===== config.mk =====
export PLATFORM = sky130hd
export DESIGN_NAME = io_mux_ctrl
export DESIGN_NICKNAME = d
export VERILOG_FILES = /design/src/rtl/io_mux_ctrl.sv
export SDC_FILE = /design/constraint.sdc
export NUM_CORES = 1
export LEC_CHECK = 0
export CAP_MARGIN = 0
export CORE_ASPECT_RATIO = 0.9
export CORE_MARGIN = 5
export CORE_UTILIZATION = 50
export DETAILED_ROUTE_END_ITERATION = 8
export PLACE_DENSITY_LB_ADDON = 0.1
export SYNTH_ARGS = -nofsm -noshare
export SYNTH_HDL_FRONTEND = slang
export SYNTH_SLANG_ARGS = --single-unit

===== constraint.sdc =====
create_clock -name clk -period 2.7 [get_ports clk]
set_clock_uncertainty 0.05 [all_clocks]
set_input_delay 0.54 -clock clk [delete_from_list [all_inputs] [get_ports clk]]
set_output_delay 0.54 -clock clk [all_outputs]
set_load 0.01 [all_outputs]

===== src/rtl/io_mux_ctrl.sv =====
// I/O port controller: maps a flat I/O address space onto NUM_PORTS byte ports,
// each multiplexed over CH_PER_PORT channels, with a select/settle/transfer sequence.
module io_mux_ctrl #(
    parameter int DATA_W      = 8,
    parameter int NUM_PORTS   = 2,
    parameter int CH_PER_PORT = 8,
    parameter int ADDR_W      = 16,
    parameter int SETTLE_CYC  = 3,
    localparam int SEL_W      = $clog2(CH_PER_PORT)
) (
    input  logic                          clk,
    input  logic                          rst_n,
    input  logic                          req,
    input  logic                          we,
    input  logic [ADDR_W-1:0]             ioaddr,
    input  logic [DATA_W-1:0]             wdata,
    output logic [DATA_W-1:0]             rdata,
    output logic                          ack,
    output logic                          err,
    output logic                          busy,
    output logic [NUM_PORTS*SEL_W-1:0]    pin_sel,
    output logic [NUM_PORTS*DATA_W-1:0]   pin_out,
    output logic [NUM_PORTS-1:0]          pin_oe,
    input  logic [NUM_PORTS*DATA_W-1:0]   pin_in
);

    localparam int NUM_ADDR = NUM_PORTS * CH_PER_PORT;
    localparam int PORT_W   = (NUM_PORTS > 1) ? $clog2(NUM_PORTS) : 1;
    localparam int CNT_W    = $clog2(SETTLE_CYC);

    typedef enum logic [1:0] {IDLE, SELECT, XFER, DONE} state_t;

    state_t                  state_reg, state_next;
    logic [CNT_W-1:0]        cnt_reg, cnt_next;
    logic                    we_reg;
    logic [DATA_W-1:0]       wdata_reg;
    logic [PORT_W-1:0]       port_reg;
    logic                    err_reg;
    logic                    pend_reg;
    logic [DATA_W-1:0]       rdata_reg;
    logic [NUM_PORTS*DATA_W-1:0] pin_in_sync;

    logic                    addr_valid;
    logic [PORT_W-1:0]       port_dec;
    logic                    accept;
    logic                    xfer_enter;

    assign addr_valid = (ioaddr < ADDR_W'(NUM_ADDR));
    assign port_dec   = PORT_W'(ioaddr >> SEL_W);
    // An out-of-range request is held pending for one cycle so its ack lands
    // one cycle after the accept edge, like the registered decode of a real access.
    assign accept     = (state_reg == IDLE) && !pend_reg && req;
    assign xfer_enter = (state_reg == SELECT) && (state_next == XFER);

    always_comb begin
        state_next = state_reg;
        cnt_next   = cnt_reg;
        case (state_reg)
            IDLE: begin
                if (pend_reg) begin
                    state_next = DONE;
                end else if (req && addr_valid) begin
                    state_next = SELECT;
                    cnt_next   = '0;
                end
            end
            SELECT: begin
                if (cnt_reg == CNT_W'(SETTLE_CYC - 1)) begin
                    state_next = XFER;
                end else begin
                    cnt_next = cnt_reg + 1'b1;
                end
            end
            XFER:    state_next = DONE;
            DONE:    state_next = IDLE;
            default: state_next = IDLE;
        endcase
    end

    always_ff @(posedge clk) begin
        if (!rst_n) begin
            state_reg <= IDLE;
            cnt_reg   <= '0;
            we_reg    <= 1'b0;
            wdata_reg <= '0;
            port_reg  <= '0;
            err_reg   <= 1'b0;
            pend_reg  <= 1'b0;
            rdata_reg <= '0;
        end else begin
            state_reg <= state_next;
            cnt_reg   <= cnt_next;
            pend_reg  <= accept && !addr_valid;
            if (accept) begin
                we_reg    <= we;
                wdata_reg <= wdata;
                port_reg  <= port_dec;
                err_reg   <= !addr_valid;
            end
            if (state_reg == XFER && !we_reg) begin
                rdata_reg <= pin_in_sync[port_reg*DATA_W +: DATA_W];
            end
        end
    end

    genvar gi;
    generate
        for (gi = 0; gi < NUM_PORTS; gi++) begin : g_port
            logic [SEL_W-1:0]  sel_reg;
            logic [DATA_W-1:0] out_reg;
            logic [DATA_W-1:0] sync1_reg;
            logic [DATA_W-1:0] sync2_reg;

            always_ff @(posedge clk) begin
                if (!rst_n) begin
                    sel_reg   <= '0;
                    out_reg   <= '0;
                    sync1_reg <= '0;
                    sync2_reg <= '0;
                end else begin
                    sync1_reg <= pin_in[gi*DATA_W +: DATA_W];
                    sync2_reg <= sync1_reg;
                    if (accept && addr_valid && port_dec == PORT_W'(gi)) begin
                        sel_reg <= ioaddr[SEL_W-1:0];
                    end
                    // Loaded on entry to XFER so the data is on the pins while oe is high,
                    // and left in place afterwards.
                    if (xfer_enter && we_reg && port_reg == PORT_W'(gi)) begin
                        out_reg <= wdata_reg;
                    end
                end
            end

            assign pin_sel[gi*SEL_W +: SEL_W]      = sel_reg;
            assign pin_out[gi*DATA_W +: DATA_W]    = out_reg;
            assign pin_in_sync[gi*DATA_W +: DATA_W] = sync2_reg;
            assign pin_oe[gi] = (state_reg == XFER) && we_reg && (port_reg == PORT_W'(gi));
        end
    endgenerate

    assign rdata = rdata_reg;
    assign ack   = (state_reg == DONE);
    assign err   = (state_reg == DONE) && err_reg;
    assign busy  = (state_reg != IDLE);

endmodule


Word level (Yosys, flattened, before mapping):

Cells that the tools add are included.

* reductions and logical operators: 23
* eq/ne operators: 8
* shifts and indexed selects: 1
* bitwise gates (word level): 2
* add/subtract/negate cells: 1
* order comparisons: 1
* muxes and demuxes: 8

Operators by type and width (number)
* $logic_and 1x1->1: 16
* $lt 16x5->1 const B: 1
* $shiftx 16x5->8: 1
* $mux 2: 6
* $eq 2x2->1 const B: 4
* $pmux 2 s4: 1
* $ne 2x2->1 const B: 2
* $pmux 2 s2: 1
* $reduce_and 4->1: 1
* $reduce_bool 2->1: 2
* $logic_not 1->1: 3
* $add 2x1->2 const B: 1
* $eq 2x1->1 const B: 1
* $logic_not 2->1: 1
* $ne 2x1->1 const B: 1
* $not 1->1: 2

* flip-flop bits (word level): 78
* output and inout port bits: 35
* word-level logic and storage cells: 60

Depth between registers and ports, before layout:

* word-level depth: 9
* gate-level depth with buffers: 7
* depth with buffers taken out: 6

Least setup slack after synthesis:

OpenSTA, ideal clock, no wires.

* path kind: in2reg
* from: input ioaddr[10]
* to: register g_port[0].sel_reg[0]
* data required time: 2531 ps
* stages on the path: 5
* data arrival time: 1549 ps
* library setup time: 119 ps
* path buffers: 1
* path slack: 983 ps
* path through: nor4_1 -> nand3_1 -> or3_1 -> buf_2 -> mux2i_1

* longest elaborated chain between the ends: 3

RTL lines
* from (decl): RTL line 15 `input logic [ADDR_W-1:0] ioaddr,`
* $lt 16x5->1: RTL line 48 `assign addr_valid = (ioaddr < ADDR_W'(NUM_ADDR));`
* $logic_and 1x1->1 (2 in series): RTL line 123 `if (accept && addr_valid && port_dec == PORT_W'(gi)) begin`
* to (signal assigned): RTL line 124 `sel_reg <= ioaddr[SEL_W-1:0];`
* to (decl): RTL line 109 `logic [SEL_W-1:0] sel_reg;`

No other way between the ends.
A chain may end at the register's enable or synchronous reset.

Worst setup path after layout:

* from: register state_reg[0]
* to: output pin_oe[1]

* longest elaborated chain between the ends: 3

RTL lines
* from (decl): RTL line 33 `state_t state_reg, state_next;`
* from (signal assigned): RTL line 91 `state_reg <= state_next;`
* $eq 2x2->1: RTL line 137 `assign pin_oe[gi] = (state_reg == XFER) && we_reg && (port_reg == PORT_W'(gi));`
* $logic_and 1x1->1 (2 in series): RTL line 137
* to (decl): RTL line 23 `output logic [NUM_PORTS-1:0] pin_oe,`

No other way between the ends.

==> results.md <==
* Status: finished clean
* Sw Ratio at 0.215
* First-pass GRT wire length at between 8000 and 9000 um
* Routed WL per cell at 12.8 um
* Synth area leader: dfxtp_1
* Post-CTS Resized at 0
* Synth cell types at 32
* Final setup viols at 0
* Most frequent cells in the layout: dfxtp_1, clkdlybuf4s50_1, and2_1
* DRC Markers at 0
* Switch Pwr at between 0.5 and 0.6 mW
* Max Fclk at 414 MHz
* Crit-path max cell delay at 0.59 ns
* Worst slack, placed at 0.433 ns
* Synthesized flop and latch total at 78
* Endpoints failing hold at 0
* Power per cell area at between 600 and 700 nW/um2
* NumNets Final at 399
* Area delta synth->final at 39.6%
* Worst setup margin at 0.283 ns
* Critical path class: flip-flop to primary output
* # clock sinks at about 80
* GP Congestion at 0.757
* Number of global-route vias before repair at between 1500 and 2000
* Met3 Usage GRT at 0.0513
* Maximum ir drop on the vdd rail at 0.685 mV
* Sequential power share at 0.499
* Tmin final at 2.42 ns
* Internal power at 1.97 mW
* Die area at 7040 um2
* Port bufs at 78
* GRT met2 Usage at 0.282
* M1 GR Usage at 0.183
* Row count at 25
* Avg Vias per Cell at 4.93
* IO Count at 79
* Total CTS buffers at 9
* Largest net degree at the start of global routing at 33
* Die W at a little under 90 um
* Vias at 2091
* Fin util at 0.721
* Post-DP HPWL at 3860 um
* Clock root buffer: clkbuf_8
* CTS tree: built
* Worst-Margin Slew at 0.566 ns
* Comb pwr share at 0.114
* Fillers at 398
* Startpoint types: flip-flop
* ANT nets after route at 0
* Worst min path class: flip-flop to flip-flop
* Cts hold-fix bufs at 0
* Mapped Cells at 274
* Sequential area share after synthesis at 0.572
* Avg Cell Area, Syn at 9.96 um2
* Starting Density at 0.516
* RSZ-0062 raised after global routing: false
* Max-cap violations at 0
* Synth warn at 0
* Slowest cell on the critical path: dfxtp_1
* Final Slew Violations at 0
* Leakage at 1.51 nW
* Req. time, crit path at between 2 and 2.5 ns
* GR peak layer: met2
* DRT iter0 DRCs at between 70 and 80
* Clk pwr share at 0.387
* GRT Overall Usage at 0.166
* Reg area at 1560 um2
* # H-tree levels at 3
* Fin Setup TNS at 0 ns
* Chip height at 80.1 um
* Net Count, Synth at approximately 320
* Ant diodes at 0
* 1st-pass router iterations at 4
* Share of cells above drive strength 1 at 0.0784
* Core ar. at 5290 um2
* Drt total wl at 5430 um
* Synth top area cells: dfxtp_1, mux2i_1, and2_1
* Clock Latency Late Sink at between 0.3 and 0.4 ns
* Initial antenna violation count at 0
* Post-CTS setup buffers at 0
* Worst-path fanout max at 10
* Crit path cell chain: inv_1 > and4_1 > clkdlybuf4s50_1
* Design Area, Final at approximately 3800 um2
* Slew margin rel. at 0.622
* Top delay family on crit path: buffers and inverters
* Cell Area, Synth at ~2700 um2
* WP data arrival at 1.83 ns
* CP Capture Type: primary output
* Clock Pin Slew Worst Setup and Hold Paths at 0.07 ns
* Area post-placement at 3590 um2
* Synth top area share at 0.572
* Area of the multi-input gates at 1080 um2
* Crit share post-route at 0.895
* CTS Buffer Depth at 2
* Worst path buffer plus inverter count at 2
* Total gr overflow at 0
[cells by family (layout without fill, tap and decap cells)]
kind of cell / Yosys count / in the layout / synth area share
simple gates: 114 / 114 / 0.211
flops: 78 / 78 / 0.572
mux: 30 / 30 / 0.110
compound gates: 28 / 28 / 0.0665
buf+inv: 23 / 106 / 0.0357
fa+ha+maj: 1 / 1 / 0.00458
[power by group through the flow]
stage | clock network (mW) | registers (mW) | logic (mW)
6_report | 0.972 | 1.25 | 0.286
2_1_floorplan | 0 | 1.27 | 0.161
3_5_place_dp | 0 | 1.28 | 0.286
4_1_cts | 1.00 | 1.25 | 0.289
5_1_grt | 1.06 | 1.26 | 0.314
3_3_place_gp | 0 | 1.28 | 0.279
[synthesized netlist by cell type]
master      n
a211oi_1    8
a21o_1      1
a21oi_1    12
a2bb2oi_1   2
and2_1     33
and3_1      2
and4_1      2
buf_1       1
buf_2       3
buf_6       1
clkbuf_1   12
dfxtp_1    78
ha_1        1
inv_1       5
inv_2       1
mux2i_1    30
nand2_1    30
nand3_1     3
nand4b_1    1
nor2_1     30
nor2_2      1
nor2_4      1
nor3_1      3
nor3b_2     1
nor4_1      3
nor4b_1     1
o21ai_0     1
o22a_1      1
o22ai_1     2
o311a_1     1
or2_2       1
or3_1       2
[worst register-to-register path, delay by kind of cell (launching register included)]
family        cells  cell delay, ns
simple gates      3            0.69
flops             1            0.35
fa+ha+maj         1            0.27
mux               1            0.26
buf+inv           1            0.07
[path summary, 6_finish.rpt]
path | from | endpoint | slack, ns | cells after the start
worst max-delay path | state_reg[0]$_SDFF_PN0_ | pin_oe[1] | 0.28 | 3
worst min-delay path | g_port[1].sync1_reg[3]$_SDFF_PN0_ | g_port[1].sync2_reg[3]$_SDFF_PN0_ | 0.38 | 1
worst max register to register | cnt_reg[0]$_SDFFE_PN0P_ | g_port[0].out_reg[7]$_SDFFE_PN0P_ | 0.90 | 6
worst min register to register | g_port[1].sync1_reg[3]$_SDFF_PN0_ | g_port[1].sync2_reg[3]$_SDFF_PN0_ | 0.38 | 1
[through the flow]
step / instances / hold slack, ns / power [mW]
2_1_floorplan: 274 / 0.362 / 1.43
3_3_place_gp: 410 / 0.365 / 1.56
3_5_place_dp: 410 / 0.369 / 1.57
4_1_cts: 424 / 0.385 / 2.55
5_1_grt: 424 / 0.393 / 2.63
6_report: 424 / 0.384 / 2.51
[per-layer routing]
layer | vias up | wire length (um) | share of wire
li1 | 1072 | - | -
met1 | 957 | 2270 | 0.42
met2 | 53 | 2690 | 0.50
met3 | 9 | 350 | 0.065
met4 | 0 | 109 | 0.020
met5 | - | 0 | 0
[cell type report]
| type | instances | area share |
|---|---|---|
| clock inverters | 5 | 0.0263 |
| repair buffers | 86 | 0.221 |
| clock buffers | 9 | 0.0325 |
| well taps | 67 | 0.0220 |
| multi-input cells | 173 | 0.283 |
| inverters | 6 | 0.00591 |
| flip-flops and latches | 78 | 0.410 |
No activity file was read; power rests on OpenSTA's default activity.
